[src/rtl/fetch_inst_queue.sv]
// Buffered fetch-to-decode instruction queue: accepts up to IN_LANES instructions
// per cycle, hands them to decode in program order one per cycle, single-cycle flush.
module fetch_inst_queue #(
  parameter int unsigned DATA_W   = 64,
  parameter int unsigned DEPTH    = 8,
  parameter int unsigned IN_LANES = 2,
  localparam int unsigned IW      = $clog2(DEPTH),
  localparam int unsigned CW      = $clog2(DEPTH) + 1
) (
  input  logic                         clk,
  input  logic                         reset,
  input  logic [IN_LANES-1:0]          fs_to_iq_valid,
  input  logic [IN_LANES*DATA_W-1:0]   fs_to_iq_bus,
  output logic                         iq_allowin,
  input  logic                         flush,
  output logic                         iq_to_ds_valid,
  output logic [DATA_W-1:0]            iq_to_ds_bus,
  input  logic                         ds_allowin,
  output logic [CW-1:0]                count
);

  localparam int unsigned LW = $clog2(IN_LANES + 1);

  logic [CW-1:0]     head_r;
  logic [CW-1:0]     tail_r;
  logic [DATA_W-1:0] mem_r [DEPTH];
  logic [CW-1:0]     count_s;
  logic [CW-1:0]     free_s;
  logic [LW-1:0]     lane_cnt_s;
  logic              run_s;
  logic              push_s;
  logic              pop_s;
  logic [IN_LANES-1:0] wr_en_s;
  logic [IW-1:0]     wr_idx_s [IN_LANES];

  // Occupancy and handshake flags; allowin looks at current occupancy only.
  always_comb begin
    count_s        = tail_r - head_r;
    free_s         = CW'(DEPTH) - count_s;
    iq_allowin     = (free_s >= CW'(IN_LANES));
    iq_to_ds_valid = (count_s != '0);
    iq_to_ds_bus   = mem_r[head_r[IW-1:0]];
    count          = count_s;
    pop_s          = iq_to_ds_valid && ds_allowin && !flush;
  end

  // Count the valid lanes contiguous from lane 0; a gap at lane 0 pushes nothing.
  always_comb begin
    lane_cnt_s = '0;
    run_s      = 1'b1;
    for (int i = 0; i < int'(IN_LANES); i++) begin
      if (run_s && fs_to_iq_valid[i]) begin
        lane_cnt_s = lane_cnt_s + LW'(1);
      end else begin
        run_s = 1'b0;
      end
    end
    push_s = iq_allowin && (lane_cnt_s != '0) && !flush;
    for (int i = 0; i < int'(IN_LANES); i++) begin
      wr_en_s[i]  = push_s && (LW'(i) < lane_cnt_s);
      wr_idx_s[i] = tail_r[IW-1:0] + IW'(i);
    end
  end

  // Entry storage, written lane by lane at consecutive tail slots.
  always_ff @(posedge clk or negedge reset) begin
    if (!reset) begin
      for (int i = 0; i < int'(DEPTH); i++) begin
        mem_r[i] <= '0;
      end
    end else begin
      for (int i = 0; i < int'(IN_LANES); i++) begin
        if (wr_en_s[i]) begin
          mem_r[wr_idx_s[i]] <= fs_to_iq_bus[i*DATA_W +: DATA_W];
        end
      end
    end
  end

  // Head/tail pointers with wrap bit; flush overrides push and pop.
  always_ff @(posedge clk or negedge reset) begin
    if (!reset) begin
      head_r <= '0;
      tail_r <= '0;
    end else if (flush) begin
      head_r <= '0;
      tail_r <= '0;
    end else begin
      if (push_s) begin
        tail_r <= tail_r + CW'(lane_cnt_s);
      end
      if (pop_s) begin
        head_r <= head_r + CW'(1);
      end
    end
  end

endmodule

[config.mk]
export PLATFORM = sky130hd
export DESIGN_NAME = fetch_inst_queue
export DESIGN_NICKNAME = d
export VERILOG_FILES = /design/src/rtl/fetch_inst_queue.sv
export SDC_FILE = /design/constraint.sdc
export NUM_CORES = 1
export LEC_CHECK = 0
export ABC_CLOCK_PERIOD_IN_PS = 5800
export CORE_ASPECT_RATIO = 2
export CORE_MARGIN = 1
export CORE_UTILIZATION = 46
export CTS_BUF_LIST = sky130_fd_sc_hd__clkbuf_4 sky130_fd_sc_hd__clkbuf_8 sky130_fd_sc_hd__clkbuf_16
export DETAILED_ROUTE_END_ITERATION = 8
export PLACE_DENSITY = 0.7
export SYNTH_ARGS = -nofsm -noshare
export SYNTH_HDL_FRONTEND = slang
export SYNTH_SLANG_ARGS = --single-unit
[constraint.sdc]
create_clock -name clk -period 5.8 [get_ports clk]
set_input_delay 1.74 -clock clk [delete_from_list [all_inputs] [get_ports clk]]
set_output_delay 1.74 -clock clk [all_outputs]
set_load 0.02 [all_outputs]
Word level (Yosys, flattened, before mapping)
Index checks and enable logic that the tools add are counted.
{"block": "classes", "n_reduce_logical": 14, "order_cmp": 8, "add_sub_neg": 6, "bitwise": 3, "n_mux": 18}
{"cell": "512-bit bitwise mux", "count": 2}
{"cell": "512-bit 2-to-1 mux", "count": 2}
{"cell": "64-bit demux with 3-bit select", "count": 2}
{"cell": "64-bit 2-to-1 mux", "count": 4}
{"cell": "64-bit binary-select mux with 3-bit select", "count": 1}
{"cell": "4-bit 2-to-1 mux", "count": 4}
{"cell": "4-bit >= comparator, second input constant", "count": 3}
{"cell": "3-bit inverter with 4-bit output", "count": 3}
{"cell": "1-bit logical AND", "count": 9}
{"cell": "4-bit by 1-bit less-than comparator with 1-bit output, second input constant", "count": 2}
{"cell": "2-bit nonzero test", "count": 3}
{"cell": "4-bit by 1-bit adder with 4-bit output, second input constant", "count": 1}
{"cell": "4-bit by 2-bit adder with 4-bit output", "count": 1}
{"cell": "4-bit by 2-bit >= comparator with 1-bit output, second input constant", "count": 1}
{"cell": "1-bit by 2-bit less-than comparator with 1-bit output, first input constant", "count": 2}
{"cell": "4-bit nonzero test", "count": 1}
{"cell": "4-bit subtractor", "count": 1}
{"cell": "4-bit subtractor, first input constant", "count": 1}
{"cell": "3-bit by 1-bit adder with 3-bit output, second input constant", "count": 1}
{"cell": "2-bit by 1-bit adder with 2-bit output, second input constant", "count": 1}
{"cell": "1-bit 2-to-1 mux", "count": 2}
{"cell": "2-bit 2-to-1 mux", "count": 1}
{"cell": "1-bit zero test", "count": 1}
{"block": "word_totals", "register_bits": 520, "elab_cells": 59, "out_inout_bits": 70}

Longest topological paths before layout
Gate-level depths: netlist of run 1.
{"block": "depth", "word_depth": 10, "mapped_depth": 15}

Worst setup path after synthesis of run 1
OpenSTA, ideal clock, no wires.
{"block": "synth_timing", "path_type": "register -> output", "start": "register head_r[1]", "end": "output iq_allowin", "stages_incl_launch_ff": 12, "arrival_time_ps": 2815, "path_slack_ps": 1245, "n_path_buf": 5, "path_cell_list": "dfrtp_1 > clkbuf_1 > clkbuf_1 > clkbuf_1 > inv_1 > ha_1 > a221oi_4 > xor3_1 > buf_4 > nor2_1 > inv_1 > buf_4"}
{"block": "synth_via", "elab_chain_len": 3}
{"item": "start: declaration", "line_no": "24", "text": "logic [CW-1:0] head_r;"}
{"item": "start signal: assignment", "line_no": "93", "text": "head_r <= head_r + CW'(1);"}
{"item": "4-bit subtractor", "line_no": "38", "text": "count_s = tail_r - head_r;"}
{"item": "4-bit subtractor", "line_no": "39", "text": "free_s = CW'(DEPTH) - count_s;"}
{"item": "4-bit by 2-bit >= comparator with 1-bit output", "line_no": "40", "text": "iq_allowin = (free_s >= CW'(IN_LANES));"}
{"item": "end: declaration", "line_no": "14", "text": "output logic iq_allowin,"}
No other way between the ends.

Worst setup path in the final report of run 1
{"block": "layout_timing", "start": "register tail_r[0]", "end": "output iq_allowin"}
{"block": "layout_via", "elab_chain_len": 3}
{"item": "start: declaration", "line_no": "25", "text": "logic [CW-1:0] tail_r;"}
{"item": "start signal: assignment", "line_no": "90", "text": "tail_r <= tail_r + CW'(lane_cnt_s);"}
{"item": "4-bit subtractor", "line_no": "38"}
{"item": "4-bit subtractor", "line_no": "39"}
{"item": "4-bit by 2-bit >= comparator with 1-bit output", "line_no": "40"}
No other way between the ends.

==> impl_table.tex, run 1 <==
\begin{tabular}{lr}
\hline
Metric & Value \\
\hline
\multicolumn{2}{l}{\textbf{Placement}} \\
\quad Port-buffer cells & 203 \\
\quad Standard cell area after detailed placement & 0.03105 sq mm \\
\quad Pre-CTS setup slack & 0.6830 ns \\
\quad Placer Congestion & 0.8687 \\
\quad HPWL after detailed placement & 58070 um \\
\multicolumn{2}{l}{\textbf{STA}} \\
\quad Max-slew violation count & 0 \\
\quad Final number of hold-violating endpoints & 0 \\
\quad Final critical-path setup slack & 0.2821 ns \\
\quad Fin Clk Skew & 0.008410 ns \\
\quad Achievable clock frequency & 181.2 MHz \\
\quad Max-Slew Margin vs Limit & 0.1937 \\
\quad Worst hold margin & 0.5168 ns \\
\quad Final setup fails & 0 \\
\quad Setup repair after global routing missed its margin & false \\
\quad Final Cycle Share & 0.9514 \\
\quad Final critical path time including I/O delays and setup & 5.518 ns \\
\quad Setup TNS & 0 ns \\
\quad Transition time at the pin with the least slew margin & 1.205 ns \\
\multicolumn{2}{l}{\textbf{Power}} \\
\quad Overall power consumption & 17090 uW \\
\quad Peak supply drop & 0.4515 mV \\
\quad Switching Share & 0.4074 \\
\quad Switching component of the power & 6963 uW \\
\quad Internal power & 10130 uW \\
\quad Sequential cell fraction of total power & 0.332 \\
\quad Standby leakage power & 0.01402 uW \\
\quad Areal power density over the cells & 523.3 mW/mm\^{}2 \\
\quad Clk pwr share & 0.194 \\
\quad Combinational share of power & 0.474 \\
\multicolumn{2}{l}{\textbf{Critical path}} \\
\quad Setup crit end kind & output pin \\
\quad Worst setup path category & reg -> out \\
\quad Flop2flop setup slack & 1.19 ns \\
\quad Worst endpoint required time & 4.06 ns \\
\quad Data arrival time of the critical path & 3.78 ns \\
\quad Critical path origin & tail\_r[0]\$\_DFFE\_PN0P\_ \\
\quad Largest fanout on the critical path & 8 \\
\quad Start of the worst register-to-register path & tail\_r[0]\$\_DFFE\_PN0P\_ \\
\quad Element type at the critical path start & flop \\
\multicolumn{2}{l}{\textbf{Global routing}} \\
\quad Busiest metal layer after global routing & met2 \\
\quad Global-route met2 utilization & 0.5381 \\
\quad Antenna violations before repair & 10 \\
\quad Global-route usage over all layers & 0.3412 \\
\quad Global-route wire length before repair & 164100 um \\
\quad Vias in the first global route & 27346 \\
\quad Total overflow reported by the global router & 0 \\
\quad GR met1 Demand/Resource & 0.4153 \\
\quad Met3 track demand over resource in global routing & 0.07863 \\
\quad Pin count of the biggest net entering global routing & 132 \\
\multicolumn{2}{l}{\textbf{Die}} \\
\quad Die X & 178.4 um \\
\quad Floorplan Core Area & 0.06166 sq mm \\
\quad DIE HEIGHT & 354.9 um \\
\quad Effective utilization at floorplan & 0.4645 \\
\quad \# rows & 129 \\
\quad Total die area & 0.06333 sq mm \\
\quad I/O pin count & 204 \\
\multicolumn{2}{l}{\textbf{Yosys}} \\
\quad Register bit count reported by yosys & 520 \\
\quad Count of yosys warnings during synthesis & 0 \\
\quad Share of synthesized area occupied by flip-flops and latches & 0.4543 \\
\quad Ranking of synthesized cells by area & dfrtp\_1 (45\%), mux4\_2 (10\%), a2bb2oi\_1 (9.7\%) \\
\quad Synth Area per Inst & 9.983 sq um \\
\quad Cell type contributing the most total cell area after synthesis & dfrtp\_1 \\
\quad Number of synthesized flops with an enable pin & 0 \\
\quad Post-Synthesis Cell Area & 0.02864 sq mm \\
\quad Post-synthesis net count & 3014 \\
\quad Distinct cell type count of the synthesized netlist & 47 \\
\quad Post-synth top area share & 0.4543 \\
\quad Fraction of synthesis flops using an asynchronous set or reset pin & 1.000 \\
\quad Top FF cell, synth & dfrtp\_1 \\
\quad Post-synthesis cell count & 2869 \\
\multicolumn{2}{l}{\textbf{Worst hold path}} \\
\quad Path class of the lowest-slack min-delay path & reg -> reg \\
\quad Hold path startpoint & mem\_r[291]\$\_DFF\_PN0\_ \\
\multicolumn{2}{l}{\textbf{Final layout}} \\
\quad Commonest cells after routing, fill and taps aside & nand2\_1 (591), dfrtp\_1 (516), a31oi\_1 (384) \\
\quad Area grow syn2layout & 14.04\% \\
\quad Final design instance area without fill & 0.03266 sq mm \\
\quad Fraction of layout cells with a size suffix above 1 & 0.1191 \\
\quad Most common library cell in the layout ignoring fill and taps & nand2\_1 \\
\quad Net total in the final layout & 2950 \\
\multicolumn{2}{l}{\textbf{Clocking}} \\
\quad \# hold bufs at CTS & 0 \\
\quad Worst-case clock buffer depth & 3 \\
\quad CTS H-Tree Depth & 2 \\
\quad Clock tree from TritonCTS & done \\
\quad Clock root buffer & clkbuf\_16 \\
\quad Clock transition at the registers of the reported paths & 0.07 ns \\
\quad Number of clock sinks & 520 \\
\quad CTS Buf Count & 47 \\
\quad Later-pin clock latency in the skew report & 0.59 ns \\
\multicolumn{2}{l}{\textbf{Route}} \\
\quad Routed len/inst & 29.64 um \\
\quad Number of DRC markers after the initial detailed-route iteration & 3604 \\
\quad Total via count after detailed routing & 26328 \\
\quad Count of nets left with antenna violations after detail routing & 0 \\
\quad Post-Route WL & 107600 um \\
\quad First-pass iteration count of the detailed router & 6 \\
\quad Via/cell ratio & 7.253 \\
\quad DRC violation count after routing & 0 \\
\multicolumn{2}{l}{\textbf{Run}} \\
\quad Count of maximum capacitance violations & 0 \\
\multicolumn{2}{l}{\textbf{Run status}} \\
\quad Result of the run & completed \\
\hline
\end{tabular}
path summary, 6_finish.rpt:
check,to,cells after the start
setup / recovery,iq_allowin,9
hold / removal,mem_r[291]$_DFF_PN0_,2
setup reg to reg,mem_r[172]$_DFF_PN0_,12
hold reg to reg,mem_r[291]$_DFF_PN0_,2
max in group asynchronous,mem_r[412]$_DFF_PN0_,3
min in group asynchronous,tail_r[3]$_DFFE_PN0P_,1
sequential cells by signal, indices dropped and copies added (netlist names):
name,count
mem_r,512
head_r,4
tail_r,4
worst max-delay path: stages (launching register included):
cell and delay, ns:
dfrtp_1 0.48, inv_1 0.13, ha_1 0.26, fa_1 0.50, ha_1 0.25, xor2_1 0.18
or3_1 0.36, nor2_1 0.28, clkinvlp_4 0.18, clkdlybuf4s50_1 0.56
kinds of logic after synthesis:
kind of cell / share of synthesized area
AOI/OAI and AO/OA: 0.2666
and+or+nand+nor: 0.09755
DFF: 0.4543
buffers and inverters: 0.06740
muxes: 0.1048
adders and majority gates: 0.005329
xor gates and xnor gates: 0.004062
synth_stat cells (2+ instances only):
| library cell | number |
|---|---|
| dfrtp_1 | 520 |
| xor2_1 | 6 |
| mux2_2 | 6 |
| a32oi_1 | 50 |
| a22oi_1 | 86 |
| ha_1 | 9 |
| buf_2 | 37 |
| nand3_1 | 6 |
| clkbuf_1 | 227 |
| a211oi_1 | 2 |
| nand2_1 | 591 |
| mux2i_1 | 5 |
| a221oi_1 | 54 |
| inv_1 | 29 |
| buf_6 | 21 |
| o21ai_2 | 2 |
| xnor2_1 | 2 |
| nor3_1 | 5 |
| a32o_1 | 6 |
| and2_1 | 20 |
| or3_1 | 2 |
| o21ai_1 | 6 |
| buf_4 | 30 |
| a21oi_1 | 123 |
| a21oi_2 | 6 |
| o21ai_0 | 4 |
| mux4_2 | 128 |
| fa_1 | 2 |
| clkbuf_2 | 6 |
| a211oi_2 | 3 |
| a31oi_1 | 384 |
| nand3_2 | 4 |
| a2bb2oi_1 | 316 |
| buf_1 | 78 |
| nor2_1 | 81 |
routing by layer:
metal | up-vias | share of wire
li1 | 10661 | -
met1 | 13020 | 0.34
met2 | 2113 | 0.47
met3 | 526 | 0.12
met4 | 8 | 0.069
met5 | - | 0.00045
through the flow:
step,util,cells
final,0.5298,3630
after global routing,0.5296,3627
after CTS,0.5293,3622
after detailed placement,0.5036,3541
after global placement,0.5036,3541
after floorplan,-,2869
power by group through the flow:
stage | sequential, uW | combinational (uW) | clock (uW)
2_1_floorplan | 5430 | 5270 | 0
3_3_place_gp | 5590 | 7740 | 0
3_5_place_dp | 5720 | 7940 | 0
4_1_cts | 5650 | 7980 | 3330
5_1_grt | 5800 | 8610 | 3450
6_report | 5670 | 8110 | 3320
layout make-up:
class / instances / area (sq um)
inverters: 29 / 113.9
clock buffers: 73 / 1434
clock inverters: 8 / 147.6
repair buffers: 286 / 2998
diodes: 7 / 17.52
well taps: 786 / 983.4
multi-input cells: 1921 / 13940
flip-flops and latches: 520 / 13030
fillers: 5387 / 28990
repair_timing:
item,4_1_cts,5_1_grt
resized for setup,0,2
buffers inserted,0,1
endpoints found under the setup margin,0,1
endpoints found under the hold margin,0,0
Note: power is estimated with default switching activity, not from simulation.
==> inputs of run 2 (changes only) <==
ABC_CLOCK_PERIOD_IN_PS = 5100   (was 5800)
clock period = 5.1 ns   (was 5.8 ns; I/O delays follow)
==> impl_table.tex, run 2 (synthesized netlist as in run 1, its figures left out) <==
\begin{tabular}{lr}
\hline
Metric & Value \\
\hline
\multicolumn{2}{l}{\textbf{Run status}} \\
\quad Result of the run & completed \\
\multicolumn{2}{l}{\textbf{Critical path}} \\
\quad Depth of the worst register-to-register path & 12 \\
\quad Largest fanout on the critical path & 35 \\
\quad Element type at the critical path start & flop \\
\quad Data arrival time of the critical path & 3.50 ns \\
\quad Worst endpoint required time & 3.57 ns \\
\quad Start of the worst register-to-register path & tail\_r[0]\$\_DFFE\_PN0P\_ \\
\quad Flop2flop setup slack & 0.75 ns \\
\quad Capture instance of the worst register-to-register path & mem\_r[122]\$\_DFF\_PN0\_ \\
\quad Worst setup path category & reg -> out \\
\quad Setup crit end kind & output pin \\
\multicolumn{2}{l}{\textbf{STA}} \\
\quad Setup repair after global routing missed its margin & false \\
\quad Worst hold margin & 0.5178 ns \\
\quad Transition time at the pin with the least slew margin & 1.252 ns \\
\quad Fin Clk Skew & 0.02522 ns \\
\quad Final Cycle Share & 0.9857 \\
\quad Final setup fails & 0 \\
\quad Setup TNS & 0 ns \\
\quad Final number of hold-violating endpoints & 0 \\
\quad Achievable clock frequency & 198.9 MHz \\
\quad Final critical path time including I/O delays and setup & 5.027 ns \\
\quad Max-Slew Margin vs Limit & 0.1653 \\
\quad Max-slew violation count & 0 \\
\multicolumn{2}{l}{\textbf{Clocking}} \\
\quad Later-pin clock latency in the skew report & 0.60 ns \\
\quad CTS H-Tree Depth & 2 \\
\quad Clock root buffer & clkbuf\_16 \\
\quad Clock tree from TritonCTS & done \\
\quad \# hold bufs at CTS & 0 \\
\quad CTS Buf Count & 47 \\
\quad Clock transition at the registers of the reported paths & 0.06 ns \\
\quad Worst-case clock buffer depth & 3 \\
\quad Number of clock sinks & 520 \\
\multicolumn{2}{l}{\textbf{Placement}} \\
\quad Port-buffer cells & 203 \\
\quad HPWL after detailed placement & 61280 um \\
\quad Placer Congestion & 0.9003 \\
\multicolumn{2}{l}{\textbf{Final layout}} \\
\quad Fraction of layout cells with a size suffix above 1 & 0.1210 \\
\quad Net total in the final layout & 2956 \\
\quad Biggest register & mem\_r \\
\quad Number of flip-flops in the largest register & 512 \\
\quad Utilization after layout & 0.5311 \\
\quad Most common library cell in the layout ignoring fill and taps & nand2\_1 \\
\quad Count of fill cells added during filler insertion & 5449 \\
\quad Commonest cells after routing, fill and taps aside & nand2\_1 (591), dfrtp\_1 (516), a31oi\_1 (384) \\
\quad Area taken by multi-input logic gates & 0.01394 sq mm \\
\quad Area grow syn2layout & 14.32\% \\
\quad Register cell area after layout & 0.01303 sq mm \\
\quad Largest registers & mem\_r: 512 flops, head\_r: 4 flops, tail\_r: 4 flops \\
\multicolumn{2}{l}{\textbf{Global routing}} \\
\quad Global-route wire length before repair & 165800 um \\
\quad Pin count of the biggest net entering global routing & 129 \\
\quad Vias in the first global route & 27476 \\
\quad Global-route usage over all layers & 0.3453 \\
\quad Total overflow reported by the global router & 0 \\
\quad Antenna violations before repair & 8 \\
\multicolumn{2}{l}{\textbf{Power}} \\
\quad Peak supply drop & 1.295 mV \\
\quad Areal power density over the cells & 589.2 mW/mm\^{}2 \\
\quad Standby leakage power & 0.01406 uW \\
\multicolumn{2}{l}{\textbf{Die}} \\
\quad Effective utilization at floorplan & 0.4645 \\
\quad I/O pin count & 204 \\
\quad Total die area & 0.06333 sq mm \\
\quad \# rows & 129 \\
\quad Die X & 178.4 um \\
\quad Floorplan Core Area & 0.06166 sq mm \\
\quad DIE HEIGHT & 354.9 um \\
\multicolumn{2}{l}{\textbf{Route}} \\
\quad Total via count after detailed routing & 26549 \\
\quad Routed len/inst & 29.98 um \\
\quad First-pass iteration count of the detailed router & 6 \\
\quad Count of nets left with antenna violations after detail routing & 0 \\
\quad DRC violation count after routing & 0 \\
\quad Via/cell ratio & 7.304 \\
\quad Number of DRC markers after the initial detailed-route iteration & 3676 \\
\quad Post-Route WL & 109000 um \\
\multicolumn{2}{l}{\textbf{Worst hold path}} \\
\quad Path class of the lowest-slack min-delay path & reg -> reg \\
\quad Worst Hold Endpoint & mem\_r[110]\$\_DFF\_PN0\_ \\
\quad Hold path startpoint & mem\_r[110]\$\_DFF\_PN0\_ \\
\quad Cell count of the worst hold path & 2 \\
\multicolumn{2}{l}{\textbf{Run}} \\
\quad Count of maximum capacitance violations & 0 \\
\hline
\end{tabular}
run 2: cell types whose count changed in the layout (fill, tap and decap cells not counted), moves of 2 or more:
cell / change
buf_12: +5
bufinv_16: -2
clkbuf_4: -7
clkinv_2: +6
diode_2: -2
run 2: where the power goes:
group / switching, uW / internal, uW
combinational: 5450 / 3680
clock: 1660 / 2040
sequential: 840 / 5620
total: 7950 / 11300
run 2: stage by stage:
| step | total power, uW | instance area (sq um) | std cells | setup WS, ns |
|---|---|---|---|---|
| after floorplan | 12170 | 28640 | 2869 | 0.7550 |
| after global placement | 15140 | 31170 | 3548 | 0.4919 |
| after detailed placement | 15520 | 31170 | 3548 | 0.4434 |
| after CTS | 19180 | 32730 | 3630 | 0.1704 |
| after global routing | 20180 | 32740 | 3635 | 0.03323 |
| final | 19290 | 32740 | 3635 | 0.07317 |
run 2: worst max-delay path by stage:
stage	from	end	slack, ns	cells past startpoint
finish	head_r[2]$_DFFE_PN0P_	iq_to_ds_bus[33]	0.07	6
global placement	tail_r[1]$_DFFE_PN0P_	iq_allowin	0.49	8
detailed placement	tail_r[1]$_DFFE_PN0P_	iq_allowin	0.44	8
global route	tail_r[0]$_DFFE_PN0P_	iq_allowin	0.03	9
CTS	head_r[0]$_DFFE_PN0P_	iq_allowin	0.17	8
floorplan	head_r[1]$_DFFE_PN0P_	iq_allowin	0.76	11
run 2: per-layer routing:
metal / part of all wire / up-vias / GRT usage
met5: 0.00044 / - / 0
met4: 0.076 / 6 / 0.2571
met3: 0.11 / 583 / 0.06912
met2: 0.48 / 2056 / 0.5501
met1: 0.34 / 13247 / 0.4096
li1: - / 10657 / -
run 2: final cells by class:
cell class	count	share of cell area
Antenna cell	5	0.0003821
Clock buffer	68	0.04337
Multi-Input combinational cell	1921	0.4258
Timing Repair Buffer	292	0.09480
Inverter	29	0.003363
Sequential cell	520	0.3978
Tap cell	786	0.03003
Clock inverter	14	0.004433
run 2: timing repair:
action / CTS / global route
resized for setup: 2 / 0
setup endpoints to repair: 1 / 0
setup buffers: 0 / 0
run 2: critical path: stages (launching register included):
cell and delay, ns:
dfrtp_4 0.57, clkinv_2 0.08, buf_4 0.53, buf_4 0.60, nand2_1 0.09, nand2_1 0.30
clkdlybuf4s50_1 0.68
